## config.mk

```make
export PLATFORM = sky130hd
export DESIGN_NAME = gene_stream_loader
export DESIGN_NICKNAME = d
export VERILOG_FILES = /design/src/rtl/gene_stream_loader.sv
export SDC_FILE = /design/constraint.sdc
export NUM_CORES = 1
export LEC_CHECK = 0
export CAP_MARGIN = 25
export CELL_PAD_IN_SITES_DETAIL_PLACEMENT = 2
export CELL_PAD_IN_SITES_GLOBAL_PLACEMENT = 2
export CORE_MARGIN = 4
export CORE_UTILIZATION = 25
export DETAILED_ROUTE_END_ITERATION = 7
export PLACE_DENSITY = 0.56
export SYNTH_ARGS = -nofsm -noshare
export SYNTH_HDL_FRONTEND = slang
export SYNTH_SLANG_ARGS = --single-unit
```

## constraint.sdc

```tcl
create_clock -name i_clk -period 5.35 [get_ports i_clk]
set_clock_uncertainty 0.1 [all_clocks]
set_input_delay 1.07 -clock i_clk [delete_from_list [all_inputs] [get_ports i_clk]]
set_output_delay 1.07 -clock i_clk [all_outputs]
set_load 0.03 [all_outputs]
```

## src/rtl/gene_stream_loader.sv

```systemverilog
// Streams a gene pair into PE_array: gene 2 is packed onto o_B, gene 1
// is buffered and replayed one base per cycle, then a drain window ends in o_done.
module gene_stream_loader #(
    parameter int LEN   = 64,
    parameter int DRAIN = 128
) (
    input  logic             i_clk,
    input  logic             i_rst,
    input  logic             i_load,
    input  logic             i_in_valid,
    input  logic [1:0]       i_in_data,
    output logic             o_in_ready,
    output logic [2*LEN-1:0] o_B,
    output logic [1:0]       o_A,
    output logic             o_start,
    output logic             o_busy,
    output logic             o_done
);
    localparam int MAXC = (LEN > DRAIN) ? LEN : DRAIN;
    localparam int CW   = $clog2(MAXC) + 1;
    localparam int AW   = (LEN > 1) ? $clog2(LEN) : 1;
    localparam logic [CW-1:0] LEN_LAST   = CW'(LEN - 1);
    localparam logic [CW-1:0] DRAIN_LAST = CW'(DRAIN - 1);

    typedef enum logic [2:0] {
        IDLE,
        LOAD_B,
        LOAD_A,
        STREAM,
        DRAIN_W,
        DONE
    } state_t;

    state_t           state_q, state_d;
    logic [CW-1:0]    cnt_q, cnt_d;
    logic [2*LEN-1:0] b_q, b_d;
    logic [1:0]       a_q, a_d;
    logic             start_q, start_d;
    logic             ready_q, ready_d;
    logic             busy_q, busy_d;
    logic             done_q, done_d;
    logic [1:0]       buf_q [LEN];
    logic             buf_we;
    logic [AW-1:0]    idx, idx_nxt;
    logic             xfer, last;

    assign idx     = cnt_q[AW-1:0];
    assign idx_nxt = idx + AW'(1);
    assign xfer    = i_in_valid && ready_q;
    assign last    = (cnt_q == LEN_LAST);

    always_comb begin
        state_d = state_q;
        cnt_d   = cnt_q;
        b_d     = b_q;
        a_d     = 2'b00;
        start_d = 1'b0;
        buf_we  = 1'b0;
        unique case (state_q)
            IDLE: begin
                if (i_load) begin
                    state_d = LOAD_B;
                    cnt_d   = '0;
                end
            end
            LOAD_B: begin
                if (xfer) begin
                    b_d[{idx, 1'b0} +: 2] = i_in_data;
                    if (last) begin
                        state_d = LOAD_A;
                        cnt_d   = '0;
                    end else begin
                        cnt_d = cnt_q + CW'(1);
                    end
                end
            end
            LOAD_A: begin
                if (xfer) begin
                    buf_we = 1'b1;
                    if (last) begin
                        state_d = STREAM;
                        cnt_d   = '0;
                        start_d = 1'b1;
                        // base 0 is only being written now when LEN is 1
                        a_d     = (idx == '0) ? i_in_data : buf_q[0];
                    end else begin
                        cnt_d = cnt_q + CW'(1);
                    end
                end
            end
            STREAM: begin
                if (last) begin
                    state_d = DRAIN_W;
                    cnt_d   = '0;
                end else begin
                    cnt_d   = cnt_q + CW'(1);
                    start_d = 1'b1;
                    a_d     = buf_q[idx_nxt];
                end
            end
            DRAIN_W: begin
                if (cnt_q == DRAIN_LAST) begin
                    state_d = DONE;
                    cnt_d   = '0;
                end else begin
                    cnt_d = cnt_q + CW'(1);
                end
            end
            DONE: begin
                state_d = IDLE;
            end
            default: begin
                state_d = IDLE;
                cnt_d   = '0;
            end
        endcase
        ready_d = (state_d == LOAD_B) || (state_d == LOAD_A);
        busy_d  = (state_d != IDLE);
        done_d  = (state_d == DONE);
    end

    always_ff @(posedge i_clk or negedge i_rst) begin
        if (!i_rst) begin
            state_q <= IDLE;
            cnt_q   <= '0;
            b_q     <= '0;
            a_q     <= 2'b00;
            start_q <= 1'b0;
            ready_q <= 1'b0;
            busy_q  <= 1'b0;
            done_q  <= 1'b0;
        end else begin
            state_q <= state_d;
            cnt_q   <= cnt_d;
            b_q     <= b_d;
            a_q     <= a_d;
            start_q <= start_d;
            ready_q <= ready_d;
            busy_q  <= busy_d;
            done_q  <= done_d;
        end
    end

    always_ff @(posedge i_clk) begin
        if (buf_we) begin
            buf_q[idx] <= i_in_data;
        end
    end

    assign o_in_ready = ready_q;
    assign o_B        = b_q;
    assign o_A        = a_q;
    assign o_start    = start_q;
    assign o_busy     = busy_q;
    assign o_done     = done_q;

endmodule

```

; ---- Word-level counts from Yosys, hierarchy flattened
; Memory sizes are Yosys's and may differ from the RTL's.
; Index checks and enable logic that the tools add are counted.
[classes]
shift = 2
n_eq_ne = 12
add_sub_neg = 3
reduce_logical = 8
n_mux = 27
bitwise_logic = 1
[op_table]
columns = op, count
row1 = bitwise mux 128 bit, 1
row2 = "variable shift 2 x 9 -> 128 bit, first input constant", 1
row3 = indexed part select 2 x 9 -> 128 bit, 1
row4 = case mux 8 bit (5 select lines), 1
row5 = 2-to-1 mux 8 bit, 4
row6 = 2-to-1 mux 3 bit, 7
row7 = case mux 3 bit (5 select lines), 1
row8 = "== test 3 x 2 -> 1 bit, second input constant", 3
row9 = "== test 3 bit, second input constant", 3
row10 = negation 7 -> 9 bit, 1
row11 = "adder 8 x 1 -> 8 bit, second input constant", 1
row12 = "== test 8 x 6 -> 1 bit, second input constant", 1
row13 = "== test 8 x 7 -> 1 bit, second input constant", 1
row14 = 2-to-1 mux 2 bit, 4
row15 = 2-to-1 mux 1 bit, 7
row16 = "adder 6 x 1 -> 6 bit, second input constant", 1
row17 = "== test 3 x 1 -> 1 bit, second input constant", 2
row18 = logical NOT 6 bit, 1
row19 = case mux 2 bit (2 select lines), 1
row20 = logical NOT 3 bit, 1
row21 = AND reduction 3 bit, 1
row22 = nonzero test 3 bit, 1
row23 = "!= test 2 x 1 -> 1 bit, second input constant", 1
row24 = "!= test 2 bit, second input constant", 1
row25 = other kinds (6), 6
[word_totals]
memories = 1
ramBits = 128
regBits = 145
out_inout_bits = 134
in_bits = 6
[memory_table]
columns = memory, words, word_bits, read_ports, rd_clocked_by_memory_dff, write_ports, line
row1 = buf_q, 64, 2, 2, 0, 1, 42  ; logic [1:0] buf_q [LEN];

; ---- Logic depth before layout (Yosys ltp)
[logic_depth]
ltp_word = 6
depth_mapped = 12
mapped_depth_nobuf = 8

; ---- Worst setup path before layout
; Ideal clock, no wire load.
[synth_path]
path_kind = register -> register
startpoint = register cnt_q[0]
endpoint = register b_q[2] (netlist: o_B[2])
setup_time_ps = 125
t_arrival_ps = 2644
required_ps = 5125
stages_incl_launch_ff = 12
slack_ps = 2481
n_path_buf = 4
path_cell_list = dfrtp_1 -> buf_6 -> clkinv_1 -> ha_1 -> buf_2 -> buf_2 -> buf_1 -> nand2_1 -> nor2_1 -> nand2_1 -> nor2_1 -> mux2_2
[synth_between]
elab_chain_len = 3
[synth_lines]
columns = element, line
row1 = "start, declared", 35  ; logic [CW-1:0] cnt_q, cnt_d;
row2 = "start signal, assigned", 134  ; cnt_q <= cnt_d;
row3 = negation 7 -> 9 bit (*), 68  ; b_d[{idx, 1'b0} +: 2] = i_in_data;
row4 = indexed part select 2 x 9 -> 128 bit or variable shift 2 x 9 -> 128 bit (tied branches), 68
row5 = bitwise mux 128 bit (*), 68
row6 = "end signal, assigned", 126  ; b_q <= '0;
row7 = "end signal, assigned", 135  ; b_q <= b_d;
row8 = "end, declared", 36  ; logic [2*LEN-1:0] b_q, b_d;
; Every way passes the cells marked *; elsewhere a longest branch is shown, timed or not.
; A chain may end at the register's enable or synchronous reset.

; ---- Worst setup path after layout
[layout_path]
startpoint = register cnt_q[2]
endpoint = register b_q[72] (netlist: o_B[72])
; The elaborated chain is that of the path after synthesis.

==> impl_metrics.env <==
export IMPL_outcome="completed"
export IMPL_max_freq_mhz=272
export IMPL_setup_violations=0
export IMPL_path_clk_slew_ns=0.06
export IMPL_r2r_start="cnt_q[2]$_DFFE_PN0P_"
export IMPL_drv_slew=0
export IMPL_nets=999
export IMPL_first_pass_iters=4
export IMPL_cp_arrival_ns=3.98
export IMPL_area_growth_pct=25.8
export IMPL_worst_hold_path_num_cells=1
export IMPL_layout_common_cells="dfrtp_1 (144), clkdlybuf4s50_1 (136), edfxtp_1 (128), mux2_2 (125), nor2_1 (123)"
export IMPL_synthCells=849
export IMPL_finalHoldViolCount=0
export IMPL_crit_fanout=18
export IMPL_antenna_cells=0
export IMPL_globalplace_congestion=0.710
export IMPL_fillCellCount=4856
export IMPL_cts_setup_buffers=0
export IMPL_grt_overflow_total=0
export IMPL_pin_count=140
export IMPL_start_util_pct=25.4
export IMPL_reg2reg_depth=6
export IMPL_wl_per_cell_um=22.8
export IMPL_grt_pass1_vias=8277
export IMPL_root_buffer="clkbuf_16"
export IMPL_place_ws_ns=1.57
export IMPL_drtIter0Drc=420
export IMPL_cts_sinks=273
export IMPL_htree_levels=2
export IMPL_crit_chain="nor3_1, a21oi_1, nor3b_1, nand2_1, nor2_1, mux2_2"
export IMPL_cts_buffer_depth=3
export IMPL_fin_tns_setup_ns=0
export IMPL_cts_tree="yes"
export IMPL_cellPowerDensity_nw_per_um2=544
export IMPL_ys_ff_latch=273
export IMPL_fin_ws_ns=1.67
export IMPL_crit_buf_inv=0
export IMPL_numCtsBuffers=34
export IMPL_rsz0062_at_grt="false"
export IMPL_core_region_area_um2=46800
export IMPL_holdWs_ns=0.403
export IMPL_syn_cell_area_um2=11900
export IMPL_numPortBuffers=139
export IMPL_endpoint_kind="flop"
export IMPL_ir_drop_mv=0.202
export IMPL_hold_path_startpoint="o_B[101]$_DFFE_PN0P_"
export IMPL_final_common_cell="dfrtp_1"
export IMPL_die_area_um2=51000
export IMPL_synth_net_count=857
export IMPL_avgSynthCellArea_um2=14.0
export IMPL_dieWidth_um=226
export IMPL_hp_class="flop to flop"
export IMPL_synth_edf_count=128
export IMPL_ys_seq_area_share_pct=63.0
export IMPL_via_per_inst=4.59
export IMPL_relSlewSlack_pct=36.5
export IMPL_grtUsageTotal_pct=14.4
export IMPL_ant_nets=0
export IMPL_ctsResizeCount=0
export IMPL_cp_start_kind="flop"
export IMPL_grt_max_degree=88
export IMPL_synth_warning_count=0
export IMPL_cp_slowest_cell="dfrtp_1"
export IMPL_routed_wl_um=36900
export IMPL_max_stage_delay_ns=0.83
export IMPL_die_h_um=226
export IMPL_antenna_found_initial=0
export IMPL_via_count=7436
export IMPL_drv_cap=0
export IMPL_drc=0
export IMPL_place_hpwl_um=25200
export IMPL_final_layout_size_suffix_gt1_share_pct=23.8
export IMPL_insertion_delay_ns=0.55
export IMPL_tightestPinTransition_ns=0.949
export IMPL_worstSetupPathType="flop to flop"
export IMPL_async_reset_ff_share_pct=53.1
export IMPL_post_route_period_util_pct=68.7
export IMPL_ctsHoldBuffers=0
export IMPL_cp_required_ns=5.65
export IMPL_instances_no_fill=1620
export IMPL_placedCellCount=1561
export IMPL_grt_pass1_wl_um=55500
export IMPL_cp_top_family="simple AND/OR/NAND/NOR gates"
export IMPL_p_leak_nw=5.63
export IMPL_r2r_end="o_B[72]$_DFFE_PN0P_"
export IMPL_holdPathEnd="o_B[101]$_DFFE_PN0P_"
export IMPL_ys_types=59
export IMPL_fin_crit_ns=3.68
export IMPL_num_rows=79
export IMPL_synth_main_ff_cell="dfrtp_1"
export IMPL_r2r_slack_ns=1.67
worst register-to-register path: stages (launching register included):
cell and delay (ns):
dfrtp_1 0.83, nor3_1 0.16, a21oi_1 0.57, nor3b_1 0.79
nand2_1 0.44, nor2_1 0.29, mux2_2 0.36
per-stage QoR:
| stage | area (um2) | util, % | power [mW] |
|---|---|---|---|
| after global routing | 14900 | 31.9 | 8.54 |
| after floorplan | 11900 | - | 4.73 |
| after global placement | 13900 | 29.7 | 6.04 |
| after CTS | 14900 | 31.9 | 8.26 |
| final | 14900 | 31.9 | 8.11 |
| after detailed placement | 13900 | 29.7 | 6.09 |
report_power, final:
| part | switching (mW) | internal [mW] |
|---|---|---|
| clock | 0.888 | 1.24 |
| sequential | 0.248 | 2.53 |
| combinational | 1.96 | 1.25 |
| total | 3.09 | 5.02 |
cell usage after synthesis (all sizes together) (3+ instances only):
master,count,area (um2)
dfrtp,145,3630
nor2,131,552
edfxtp,128,3840
mux2,128,1450
nand2,51,191
mux4,28,634
clkbuf,27,101
buf,22,141
nand3,21,105
mux2i,20,200
nor3,20,128
o21ai,16,80.1
nor2b,15,93.8
nand2b,10,62.6
a21oi,8,40.0
or3,8,55.1
and2,6,37.5
or2,6,37.5
xor2,6,52.6
a211oi,4,30.0
inv,4,15.0
xnor2,4,35.0
nand4,3,18.8
nor4,3,18.8
o31ai,3,22.5
state kept, by name, indices dropped and copies added, names as in the netlist:
register,count
o_busy,1
cnt_q,8
o_B,128
o_in_ready,1
o_start,1
o_done,1
buf_q,128
state_q,3
o_A,2
worst max-delay path by stage:
| stage | startpoint | slack [ns] | depth (start not counted) | endpoint |
|---|---|---|---|---|
| final | cnt_q[2]$_DFFE_PN0P_ | 1.67 | 6 | o_B[72]$_DFFE_PN0P_ |
| after global routing | cnt_q[2]$_DFFE_PN0P_ | 1.41 | 6 | o_B[9]$_DFFE_PN0P_ |
| after CTS | cnt_q[2]$_DFFE_PN0P_ | 1.61 | 6 | o_B[72]$_DFFE_PN0P_ |
| after detailed placement | i_in_valid | 1.57 | 7 | o_B[14]$_DFFE_PN0P_ |
| after global placement | i_in_valid | 1.65 | 7 | o_B[6]$_DFFE_PN0P_ |
| after floorplan | cnt_q[0]$_DFFE_PN0P_ | 2.48 | 11 | o_B[2]$_DFFE_PN0P_ |
cell families (layout without fill, tap and decap cells):
kind of cell / count (synthesis) / count (layout) / synth area share [%]
AND/OR/NAND/NOR: 283 / 283 / 11.5
flip-flops: 273 / 273 / 63.0
multiplexers: 176 / 176 / 19.2
buffers and inverters: 54 / 218 / 2.21
AO/OA/AOI/OAI: 50 / 50 / 2.97
XOR/XNOR: 10 / 10 / 0.739
adder cells (fa/ha/maj): 3 / 3 / 0.295
layer usage:
metal / global-route usage (%) / share of wire, %
met5: 0 / 0
met1: 19.0 / 44
met2: 24.7 / 50
met3: 2.73 / 4.1
met4: 3.52 / 1.7
layout make-up:
type	instances	area [um2]	area share, %
clock buffers	49	948	6.36
clock inverters	9	70.1	0.470
multi-input cells	522	4130	27.7
repair buffers	155	1520	10.2
inverters	5	18.8	0.126
well taps	607	759	5.09
flip-flops and latches	273	7470	50.1
(Power assumes the default switching activity.)
==> RTL change: new RTL, same flow settings <==
Compare `cnt_q` against `LEN_LAST` with >= in place of ==.
--- a/src/rtl/gene_stream_loader.sv
+++ b/src/rtl/gene_stream_loader.sv
@@ -49,3 +49,3 @@
     assign xfer    = i_in_valid && ready_q;
-    assign last    = (cnt_q == LEN_LAST);
+    assign last    = (cnt_q >= LEN_LAST);
 
Formal check against the unedited RTL: same outputs for any inputs over 4 cycles, from zero or initial values and one cycle with i_rst low; that may be too few to reach the edited logic, so the function may still have changed.
==> RTL change against the unedited design <==
- synthesized cell count rose by 1.6%
- power fell by 3.9%
- area after synthesis is 0.27% higher
- combinational power down 8.8%
- setup slack got worse by 34 ps
- wire length shrank 2.2%
- largest power group unchanged
- final cell count is 1.3% higher
- sequential cell count is the same
- highest routed layer unchanged
- first-iteration DRC count shrank 13%
- cell area is 1.0% higher
- die area increased by 0.26%
- maximum frequency decreased by 0.91%
==> RTL change: results (changes against the unedited design) <==
The slew at the pin with the worst max-slew slack was 1000 ps (was 949 ps). The largest stage delay on the critical path works out to 710 ps (was 830 ps). The share of layout cells above drive strength 1 is 20.9% (was 23.8%), and the worst hold margin is 391 ps (was 403 ps). The tools report the data arrival time of the critical path as 4020 ps (was 3980 ps). The path depth of the worst reg2reg path works out to 8 (was 6). The largest net degree at the start of global routing came out at 146 (was 88). The detailed-route wire length is 36.1 mm (was 36.9 mm), and the total nets after synthesis is 873 (was 857).

Number of unique standard cell types used by synthesis: 57 (was 59). Endpoint of the most critical setup path: o_B[77]$_DFFE_PN0P_ (was o_B[72]$_DFFE_PN0P_). The peak supply drop was 274 uV (was 202 uV); the layout filler cell count was 4886 (was 4856).

The tools report the launch instance of the worst min-delay path as o_B[1]$_DFFE_PN0P_ (was o_B[101]$_DFFE_PN0P_). The tools report the post-layout net count as 1018 (was 999). The tools report the global-route met1 utilization as 19.0% (about the same). The logs give 1.27 mm (was 1.53 mm) for the total met3 wirelength after detailed routing and 0.703 (was 0.710) for the final weighted congestion in routability-driven placement.

Largest cells by area after synthesis: sky130_fd_sc_hd__edfxtp_1 32%, sky130_fd_sc_hd__dfrtp_1 31%, sky130_fd_sc_hd__mux2_2 8.6% (was sky130_fd_sc_hd__edfxtp_1 32%, sky130_fd_sc_hd__dfrtp_1 31%, sky130_fd_sc_hd__mux2_2 12%). The routed via count was 7672 (was 7436). The tools report the sink of the worst hold path as o_B[1]$_DFFE_PN0P_ (was o_B[101]$_DFFE_PN0P_). The flow ran to the end, and the final reports show no timing, DRC or antenna violations.

The number of global-route vias before repair is 8479 (was 8277). The logs give 2.22% (was 2.73%) for the met3 capacity usage during global routing and 1280 ps (was 1570 ps) for the worst slack at placement. The logs give 5.72 nW (was 5.63 nW) for the leakage power total and 13900 sq um (about the same) for the placed instance area.

The area of combinational cells with multiple inputs was 4090 sq um (was 4130 sq um). The detailed router's first-iteration violation count was 367 (was 420). The source of the worst register-to-register timing path is cnt_q[1]$_DFFE_PN0P_ (was cnt_q[2]$_DFFE_PN0P_).

The run gives 14.1% (was 14.4%) as the all-layer global routing usage.
-- RTL change: cell families (layout without fill, tap and decap cells) --
group / count (synthesis) / count (layout) / share of synthesized area [%]
simple gates: 263 / 263 / 10.1
compound gates: 88 / 88 / 5.02
mux: 155 / 155 / 17.9
flops: 273 / 273 / 62.8
buf+inv: 68 / 239 / 2.72
xor+xnor: 12 / 12 / 1.07
fa+ha+maj: 4 / 4 / 0.421
-- RTL change: report_power, final --
group | switching (mW) | total [mW] | leakage [nW] | internal, mW
clock network | 0.905 | 2.27 | 0.537 | 1.37
registers | 0.202 | 2.60 | 3.13 | 2.40
logic | 1.80 | 2.92 | 2.05 | 1.12
total | 2.91 | 7.80 | 5.72 | 4.89
-- RTL change: cell type report --
type | instances | share of cell area (%)
inverters | 21 | 0.523
repair buffers | 156 | 10.4
clock inverters | 11 | 0.797
well taps | 607 | 5.04
clock buffers | 51 | 6.48
flip-flops and latches | 273 | 49.6
multi-input cells | 522 | 27.2
